## src/rtl/idex_hazard_ctrl.sv

```systemverilog
// ============================================================================
// IdexHazardCtrl -- decode-side hazard controller (module idex_hazard_ctrl)
// ============================================================================
// Decides every cycle what the ID/EX pipeline register captures: either the
// decoded instruction or a bubble. It also decides whether the front end
// (PC and IF/ID) advances, holds, or is squashed to a NOP.
//
// A shadow scoreboard follows the destination register of each instruction
// through EX and MEM. It is used to detect load-use hazards. EX-stage
// redirects (taken branch, jal, jalr) squash the wrong-path instructions for
// FLUSH_CYCLES cycles.
//
// Parameters
//   RA_W          register-address width of the rs1/rs2/rd fields
//   FLUSH_CYCLES  squash cycles applied per redirect (1..7)
//   CNT_W         width of the saturating performance counters
//
// Ports
//   clk          in   rising-edge clock
//   rst_n        in   asynchronous active-low reset
//   id_instr     in   instruction in ID (opcode [6:0], rd [11:7],
//                     rs1 [19:15], rs2 [24:20])
//   id_regwrite  in   decoded regwrite of the ID instruction
//   id_memread   in   decoded memread (load) of the ID instruction
//   ex_redirect  in   EX resolved a taken branch/jal/jalr this cycle
//   pc_write     out  1 = PC may advance
//   ifid_write   out  1 = IF/ID register may load
//   ifid_flush   out  1 = IF/ID loads a NOP
//   idex_bubble  out  1 = ID/EX loads all-zero control fields
//   hz_state     out  current FSM state (RUN=0, LDSTALL=1, FLUSH=2)
//   stall_cnt    out  load-use stall cycles, saturating
//   flush_cnt    out  redirect squash cycles, saturating
// ============================================================================
module idex_hazard_ctrl #(
    parameter int RA_W         = 5,
    parameter int FLUSH_CYCLES = 1,
    parameter int CNT_W        = 16
) (
    input  logic             clk,
    input  logic             rst_n,
    input  logic [31:0]      id_instr,
    input  logic             id_regwrite,
    input  logic             id_memread,
    input  logic             ex_redirect,
    output logic             pc_write,
    output logic             ifid_write,
    output logic             ifid_flush,
    output logic             idex_bubble,
    output logic [1:0]       hz_state,
    output logic [CNT_W-1:0] stall_cnt,
    output logic [CNT_W-1:0] flush_cnt
);

    // The state encoding is visible on hz_state, so the values are fixed.
    typedef enum logic [1:0] {
        RUN     = 2'd0,
        LDSTALL = 2'd1,
        FLUSH   = 2'd2
    } hzState_e;

    // Three bits hold any remaining-squash count up to 7 cycles.
    localparam int SQ_W = 3;

    // The redirect cycle itself is the first squash cycle. The FLUSH state
    // therefore only covers the remaining FLUSH_CYCLES-1 cycles.
    localparam logic [SQ_W-1:0] SQUASH_RELOAD = SQ_W'(FLUSH_CYCLES - 1);

    // RISC-V base opcodes that matter for source-register usage.
    localparam logic [6:0] OP_REG    = 7'b0110011;
    localparam logic [6:0] OP_STORE  = 7'b0100011;
    localparam logic [6:0] OP_BRANCH = 7'b1100011;
    localparam logic [6:0] OP_IMM    = 7'b0010011;
    localparam logic [6:0] OP_LOAD   = 7'b0000011;
    localparam logic [6:0] OP_JALR   = 7'b1100111;

    hzState_e         state_q, state_d;
    logic [SQ_W-1:0]  squashCnt_q, squashCnt_d;

    logic [RA_W-1:0]  exRd_q, memRd_q;
    logic             exWr_q, memWr_q;
    logic             exLd_q, memLd_q;

    logic [CNT_W-1:0] stallCnt_q, stallCnt_d;
    logic [CNT_W-1:0] flushCnt_q, flushCnt_d;

    logic [6:0]       opcode;
    logic [RA_W-1:0]  idRd, idRs1, idRs2;
    logic             useRs1, useRs2;
    logic             loadUse;

    logic             pcWrite, ifidWrite, ifidFlush, idexBubble;
    logic             stallEvt, squashEvt;

    // The MEM copy of the scoreboard is shadow state only: a hit there is
    // covered by forwarding. The instruction bits outside the
    // opcode/register fields are not needed either. Folding them into one
    // explicitly unused net documents that this is intentional.
    logic             unusedBits;

    assign opcode = id_instr[6:0];
    assign idRd   = id_instr[7  +: RA_W];
    assign idRs1  = id_instr[15 +: RA_W];
    assign idRs2  = id_instr[20 +: RA_W];

    assign unusedBits = ^{id_instr, memRd_q, memWr_q, memLd_q};

    // Which source fields the ID instruction really reads. U-type, jal and
    // unknown opcodes read nothing. A stale field match on such an
    // instruction must never cause a stall.
    always_comb begin
        useRs1 = 1'b0;
        useRs2 = 1'b0;
        case (opcode)
            OP_REG, OP_STORE, OP_BRANCH: begin
                useRs1 = 1'b1;
                useRs2 = 1'b1;
            end
            OP_IMM, OP_LOAD, OP_JALR: begin
                useRs1 = 1'b1;
            end
            default: begin
                useRs1 = 1'b0;
                useRs2 = 1'b0;
            end
        endcase
    end

    // A load still in EX cannot forward its data to the instruction now in
    // ID. x0 is never a real dependency.
    assign loadUse = exLd_q && exWr_q && (exRd_q != '0) &&
                     (((exRd_q == idRs1) && useRs1) ||
                      ((exRd_q == idRs2) && useRs2));

    // Next-state and control decisions. A redirect wins over everything,
    // because the ID instruction is on the wrong path. An ongoing squash
    // wins over a load-use for the same reason. LDSTALL behaves like RUN:
    // the load has moved on to MEM. A back-to-back load can still stall
    // again.
    always_comb begin
        state_d     = state_q;
        squashCnt_d = squashCnt_q;
        pcWrite     = 1'b1;
        ifidWrite   = 1'b1;
        ifidFlush   = 1'b0;
        idexBubble  = 1'b0;
        stallEvt    = 1'b0;
        squashEvt   = 1'b0;

        if (ex_redirect) begin
            ifidFlush  = 1'b1;
            idexBubble = 1'b1;
            squashEvt  = 1'b1;
            if (FLUSH_CYCLES > 1) begin
                state_d     = FLUSH;
                squashCnt_d = SQUASH_RELOAD;
            end else begin
                state_d     = RUN;
                squashCnt_d = '0;
            end
        end else begin
            case (state_q)
                FLUSH: begin
                    ifidFlush   = 1'b1;
                    idexBubble  = 1'b1;
                    squashEvt   = 1'b1;
                    squashCnt_d = squashCnt_q - 1'b1;
                    if (squashCnt_q <= SQ_W'(1)) begin
                        state_d     = RUN;
                        squashCnt_d = '0;
                    end
                end
                default: begin
                    if (loadUse) begin
                        pcWrite    = 1'b0;
                        ifidWrite  = 1'b0;
                        idexBubble = 1'b1;
                        stallEvt   = 1'b1;
                        state_d    = LDSTALL;
                    end else begin
                        state_d    = RUN;
                    end
                end
            endcase
        end
    end

    // While reset is held, the front end is frozen and ID/EX is kept
    // empty. The gating is combinational, so an asserted reset takes
    // effect immediately, even mid-stall or mid-flush.
    assign pc_write    = rst_n & pcWrite;
    assign ifid_write  = rst_n & ifidWrite;
    assign ifid_flush  = rst_n & ifidFlush;
    assign idex_bubble = ~rst_n | idexBubble;
    assign hz_state    = state_q;

    // Saturating performance counters. They stick at all-ones, so a long
    // run never wraps back to a misleadingly small number.
    always_comb begin
        stallCnt_d = stallCnt_q;
        flushCnt_d = flushCnt_q;
        if (stallEvt && (stallCnt_q != '1)) begin
            stallCnt_d = stallCnt_q + 1'b1;
        end
        if (squashEvt && (flushCnt_q != '1)) begin
            flushCnt_d = flushCnt_q + 1'b1;
        end
    end

    assign stall_cnt = stallCnt_q;
    assign flush_cnt = flushCnt_q;

    // FSM state and the remaining-squash counter.
    always_ff @(posedge clk or negedge rst_n) begin
        if (!rst_n) begin
            state_q     <= RUN;
            squashCnt_q <= '0;
        end else begin
            state_q     <= state_d;
            squashCnt_q <= squashCnt_d;
        end
    end

    // Scoreboard shadowing the ID/EX and EX/MEM registers. A bubble
    // enters EX as an all-zero entry, so it can never create a hazard
    // later.
    always_ff @(posedge clk or negedge rst_n) begin
        if (!rst_n) begin
            exRd_q  <= '0;
            exWr_q  <= 1'b0;
            exLd_q  <= 1'b0;
            memRd_q <= '0;
            memWr_q <= 1'b0;
            memLd_q <= 1'b0;
        end else begin
            if (idexBubble) begin
                exRd_q <= '0;
                exWr_q <= 1'b0;
                exLd_q <= 1'b0;
            end else begin
                exRd_q <= idRd;
                exWr_q <= id_regwrite;
                exLd_q <= id_memread;
            end
            memRd_q <= exRd_q;
            memWr_q <= exWr_q;
            memLd_q <= exLd_q;
        end
    end

    // Performance counter registers.
    always_ff @(posedge clk or negedge rst_n) begin
        if (!rst_n) begin
            stallCnt_q <= '0;
            flushCnt_q <= '0;
        end else begin
            stallCnt_q <= stallCnt_d;
            flushCnt_q <= flushCnt_d;
        end
    end

endmodule

```

## config.mk

```make
export PLATFORM = sky130hd
export DESIGN_NAME = idex_hazard_ctrl
export DESIGN_NICKNAME = d
export VERILOG_FILES = /design/src/rtl/idex_hazard_ctrl.sv
export SDC_FILE = /design/constraint.sdc
export NUM_CORES = 1
export LEC_CHECK = 0
export CAP_MARGIN = 20
export CORE_AREA = 2 2 68 70
export DETAILED_ROUTE_END_ITERATION = 10
export DIE_AREA = 0 0 70 72
export PLACE_DENSITY = 0.82
export SKIP_LAST_GASP = 1
export SYNTH_ARGS = -nofsm -noshare
export SYNTH_HDL_FRONTEND = slang
export SYNTH_SLANG_ARGS = --single-unit
```

## constraint.sdc

```tcl
create_clock -name clk -period 6.9 [get_ports clk]
set_clock_uncertainty 0.2 [all_clocks]
set_input_delay 1.035 -clock clk [delete_from_list [all_inputs] [get_ports clk]]
set_output_delay 1.035 -clock clk [all_outputs]
set_load 0.1 [all_outputs]
```

==> results of run 1 <==
## kinds of logic (layout without fill, tap and decap cells)
logic type / Yosys count / after routing / share of synthesized area (%)
simple gates: 88 / 88 / 24.5
flops: 40 / 40 / 52.0
buf+inv: 6 / 72 / 2.01
other cells: 1 / 1 / 0.195
compound gates: 3 / 3 / 1.23
mux: 1 / 1 / 0.585
fa+ha+maj: 2 / 2 / 1.30
xor+xnor: 40 / 40 / 18.2
## cell type report
class	count	area, um2
Clock inverter	1	5.00
Multi-Input combinational cell	135	886
Clock buffer	6	72.6
Sequential cell	40	1000
Fill cell	362	1600
Tap cell	52	65.1
Inverter	1	3.75
Timing Repair Buffer	64	633
## power by group through the flow
stage | clock [W] | sequential [W] | combinational [W]
6_report | 0.000144 | 0.000287 | 0.000262
5_1_grt | 0.000158 | 0.000291 | 0.000274
4_1_cts | 0.000147 | 0.000287 | 0.000264
3_5_place_dp | 0 | 0.000289 | 0.000264
3_3_place_gp | 0 | 0.000289 | 0.000260
2_1_floorplan | 0 | 0.000425 | 0.0000529
## Yosys cell counts (2+ instances only)
cell type	number
nand3b_1	2
nor4_1	7
nand3_1	15
nor2_1	10
and3_1	4
nand2_1	20
xor2_1	13
nand4_1	7
xnor2_1	27
buf_4	2
ha_1	2
and2_1	9
nor2b_1	2
nor3_1	4
dfrtp_1	40
## critical path: stages
cell             delay, ns
clkdlybuf4s50_1       0.48
xnor2_1               0.12
nand4b_1              0.11
o22ai_1               0.28
nand2_1               0.11
nor2b_1               0.21
nand2_1               0.10
clkdlybuf4s50_1       1.13
## registers in the layout, summed over array words and instances, names as in the netlist
| register | flops |
|---|---|
| flush_cnt | 16 |
| stall_cnt | 16 |
| exRd_q | 5 |
| hz_state | 1 |
| exLd_q | 1 |
| exWr_q | 1 |
## through the flow
stage          setup slack, ns  hold WS (ns)  cells  area, um2
2_1_floorplan             2.22         0.405    181       1930
3_3_place_gp              2.10         0.276    292       2590
3_5_place_dp              2.09         0.291    292       2590
4_1_cts                   2.08         0.305    299       2670
5_1_grt                   1.90         0.335    299       2670
6_report                  2.09         0.307    299       2670
## layer usage
metal  global-route usage [%]  vias to the layer above
li1                         -                      743
met3                     5.14                        6
met5                        0                        -
met4                     6.20                        0
met1                     21.5                      731
met2                     31.4                       51
## final timing paths
kind                       slack (ns)  cells after the start           from            end
hold reg to reg                  0.31                      1  stall_cnt[12]  stall_cnt[12]
max in group asynchronous        5.43                      2          rst_n         exLd_q
setup reg to reg                 4.46                      7   stall_cnt[0]  stall_cnt[10]
min in group asynchronous        0.40                      1          rst_n   flush_cnt[0]
hold / removal                   0.31                      1  stall_cnt[12]  stall_cnt[12]
setup / recovery                 2.09                      8   id_instr[20]    idex_bubble
==> metrics.cfg, run 1 <==
[power]
power_w=0.000693
pwr-share-comb_pct=37.8
ir_drop_mv=0.364
leakage_nw=1.13
power.switching_w=0.000295
pwr-share-clk_pct=20.8
power_density_nw_per_um2=260
power_frac_seq_pct=41.4
p_int_w=0.000397
p_sw_share_pct=42.6

[clocking]
holdBufCountCts=0
clockBufferDepth=2
cts_resized=0
cts_tree=done
cts_setup_buffers=0
path_clk_slew_ns=0.07
cts_buffers=5
cts_root_buffer=clkbuf_8
cts_max_level=2
cts_num_sinks=40
clock_latency_ns=0.29

[synth]
synth_flop_cell=dfrtp_1
ys_types=32
synth_area_leader_cell=dfrtp_1
synthesis.area_um2=1930
yosys_warnings=0
syn-num-nets=220
ys_ff_latch=40
synthArstFlopShare_pct=100
synth_edf_count=0
yosysTopAreaCellShare_pct=52.0
avgSynthCellArea_um2=10.6
synth-seq-area-share_pct=52.0
synthCells=181
netlist_top_cells_area=dfrtp_1 52%, xnor2_1 12%, xor2_1 5.9%

[final_layout]
diodes=0
area_growth_pct=38.5
drive_above_1_share_pct=4.45
layout_common_cells=62 x clkdlybuf4s50_1, 40 x dfrtp_1, 27 x xnor2_1
final_common_cell=clkdlybuf4s50_1
nets=286
fin_util_pct=62.5

[routing]
met1_length_um=1780
routed_wl_um=4180
route.top_layer_used=met4
drc=0
drt_iter0_markers=85
ant_nets=0
vias=1531
dr_wl_met3_um=248
post_drt_via_cell_ratio=5.12
first_pass_iters=4
met2_length_um=2110
wl_per_cell_um=14.0

[placed_design]
dpl.hpwl_um=3170
finalWeightedCongestion=0.771
port_buffers=63

[worst_setup_path]
worstSetupPathType=in2out
start_kind=primary input
endpoint_kind=output pin
critPathMaxFanout=8
cp_data_required_time_ns=5.66
arrival_ns=3.57

[worst_hold_path]
hold_path.class=reg2reg

[floorplan]
die-area_um2=5040
die_height_um=72
core_um2=4260
io-pin-count=75
die_x_um=70
initial_core_util_pct=45.2
rows=24

[global_route]
grt_pass1_vias=1608
grt_max_degree=33
grt-ovfl-total=0
grt_use_total_pct=18.0
antenna_found_initial=0
grt_pass1_wl_um=7200

[timing]
setup_viol=0
max_freq_ghz=0.208
worstMarginPinSlew_ns=0.979
setup_tns_ns=0
slew_viol_final=0
rsz0062_at_grt=false
slew_headroom_pct=34.5
period_share_pct=69.7
period_needed_ns=4.81
hold_viol=0

[outcome]
status=finished clean

[run]
drv_cap=0

Note: power is estimated with default switching activity, not from simulation.
==> inputs of run 2 (changes only) <==
--- a/config.mk
+++ b/config.mk
@@ -6,10 +6,10 @@
 export NUM_CORES = 1
 export LEC_CHECK = 0
 export CAP_MARGIN = 20
-export CORE_AREA = 2 2 68 70
+export CORE_AREA = 2 2 74 76
 export DETAILED_ROUTE_END_ITERATION = 10
-export DIE_AREA = 0 0 70 72
-export PLACE_DENSITY = 0.82
+export DIE_AREA = 0 0 76 78
+export PLACE_DENSITY = 0.73
 export SKIP_LAST_GASP = 1
 export SYNTH_ARGS = -nofsm -noshare
 export SYNTH_HDL_FRONTEND = slang
==> constraint.sdc (replaced) <==
create_clock -name clk -period 3.9 [get_ports clk]
set_clock_uncertainty 0.2 [all_clocks]
set_input_delay 0.585 -clock clk [delete_from_list [all_inputs] [get_ports clk]]
set_output_delay 0.585 -clock clk [all_outputs]
set_load 0.1 [all_outputs]
==> run 2 against run 1 <==
Compared with the run above: clock-buffer cell count up 2; setup slack worse by 1.3 ns; sequential power up 76%; final cell count up 6.7%; critical path depth unchanged; first-iteration DRC count down 51%; hold slack worse by 0.22 ns; die area up 18%; flip-flop and latch count unchanged; largest cell class unchanged; largest power group unchanged.
==> metrics.cfg, run 2 (synthesis results as in run 1) <==
[clocking]
cts_resized=0
path_clk_slew_ns=0.07
cts_max_level=2
clock_latency_ns=0.28
cts_tree=done
cts_num_sinks=40
cts_buffers=5
cts_setup_buffers=0
holdBufCountCts=0
cts_root_buffer=clkbuf_8
clockBufferDepth=2

[routing]
post_drt_via_cell_ratio=4.79
met1_length_um=1880
wl_per_cell_um=12.9
ant_nets=0
dr_wl_met3_um=214
met2_length_um=2010
first_pass_iters=4
drc=0
drt_iter0_markers=42
route.top_layer_used=met4
vias=1529
routed_wl_um=4120

[global_route]
antenna_found_initial=0
grt-ovfl-total=0
grt_use_total_pct=15.0
grt_max_degree=24
grt_pass1_wl_um=7170
grt_pass1_vias=1557

[final_layout]
area_growth_pct=42.1
drive_above_1_share_pct=6.43
nets=287
diodes=0
final_common_cell=clkdlybuf4s50_1
final.fill_count=478
layout_common_cells=58 x clkdlybuf4s50_1, 40 x dfrtp_1, 27 x xnor2_1

[power]
leakage_nw=1.16
power_density_nw_per_um2=456
power_w=0.00125
ir_drop_mv=0.550

[placed_design]
pre_cts_ws_ns=0.728
port_buffers=63
dpl.hpwl_um=3240
finalWeightedCongestion=0.782

[worst_setup_path]
arrival_ns=2.37
cp_data_required_time_ns=3.12
r2r_slack_ns=1.47
worstSetupPathType=in2out
critPathMaxFanout=8
r2r_end=stall_cnt[10]
rr_startpoint=stall_cnt[0]
reg2regPathDepth=7
start_kind=primary input
endpoint_kind=output pin

[outcome]
status=finished clean

[floorplan]
initial_core_util_pct=38.2
die-area_um2=5930
die_height_um=78
io-pin-count=75
core_um2=5040
rows=26
die_x_um=76

[timing]
max_freq_ghz=0.317
setup_viol=0
setup_tns_ns=0
finalWorstSetupSlack_ns=0.744
slew_viol_final=0
slew_headroom_pct=34.5
rsz0062_at_grt=false
period_needed_ns=3.16
worstMarginPinSlew_ns=0.979
period_share_pct=80.9
hold_viol=0

[worst_hold_path]
hold_path.class=in2async

[run]
drv_cap=0

[run 2: cell types whose count changed in the layout (fill, tap and decap cells not counted), sizes merged]
cell	previous run	this run
buf	2	7
clkinv	1	0
clkbuf	6	8
clkdlybuf4s50	62	58
[run 2: worst max-delay path, stage by stage]
cell and delay (ns):
clkdlybuf4s50_1 0.47, and3b_1 0.18, o211ai_1 0.16, o22ai_1 0.13, nand2_1 0.10, nor2b_1 0.37, nand2_1 0.17, buf_12 0.19
[run 2: cell type report]
| type | instances | area [um2] | share of cell area (%) |
|---|---|---|---|
| clock buffers | 8 | 90.1 | 3.29 |
| repair buffers | 65 | 668 | 24.4 |
| inverters | 1 | 3.75 | 0.137 |
| well taps | 70 | 87.6 | 3.20 |
| multi-input cells | 135 | 886 | 32.4 |
| flip-flops and latches | 40 | 1000 | 36.6 |
[run 2: metal layers]
metal	track usage, %	up-vias
met4	4.00	0
met3	4.19	2
met1	19.2	732
met5	0	-
met2	25.0	47
li1	-	748
[run 2: how the worst max path moves through the flow]
stage | startpoint | to | cells after the start
2_1_floorplan | exRd_q[1] | pc_write | 7
3_3_place_gp | id_instr[4] | idex_bubble | 8
3_5_place_dp | id_instr[4] | idex_bubble | 8
4_1_cts | id_instr[4] | idex_bubble | 8
5_1_grt | id_instr[4] | idex_bubble | 8
6_report | id_instr[4] | idex_bubble | 8
[run 2: per-stage QoR]
step / cell area, um2 / hold slack (ns) / cells / util, %
2_1_floorplan: 1930 / 0.0894 / 181 / -
3_3_place_gp: 2650 / 0.271 / 311 / 52.5
3_5_place_dp: 2650 / 0.284 / 311 / 52.5
4_1_cts: 2740 / 0.0968 / 319 / 54.3
5_1_grt: 2740 / 0.109 / 319 / 54.3
6_report: 2740 / 0.0916 / 319 / 54.3
[run 2: power breakdown]
group	switching [W]	internal, W	total, W
clock	0.000131	0.000144	0.000275
sequential	0.0000505	0.000453	0.000504
combinational	0.000336	0.000132	0.000468
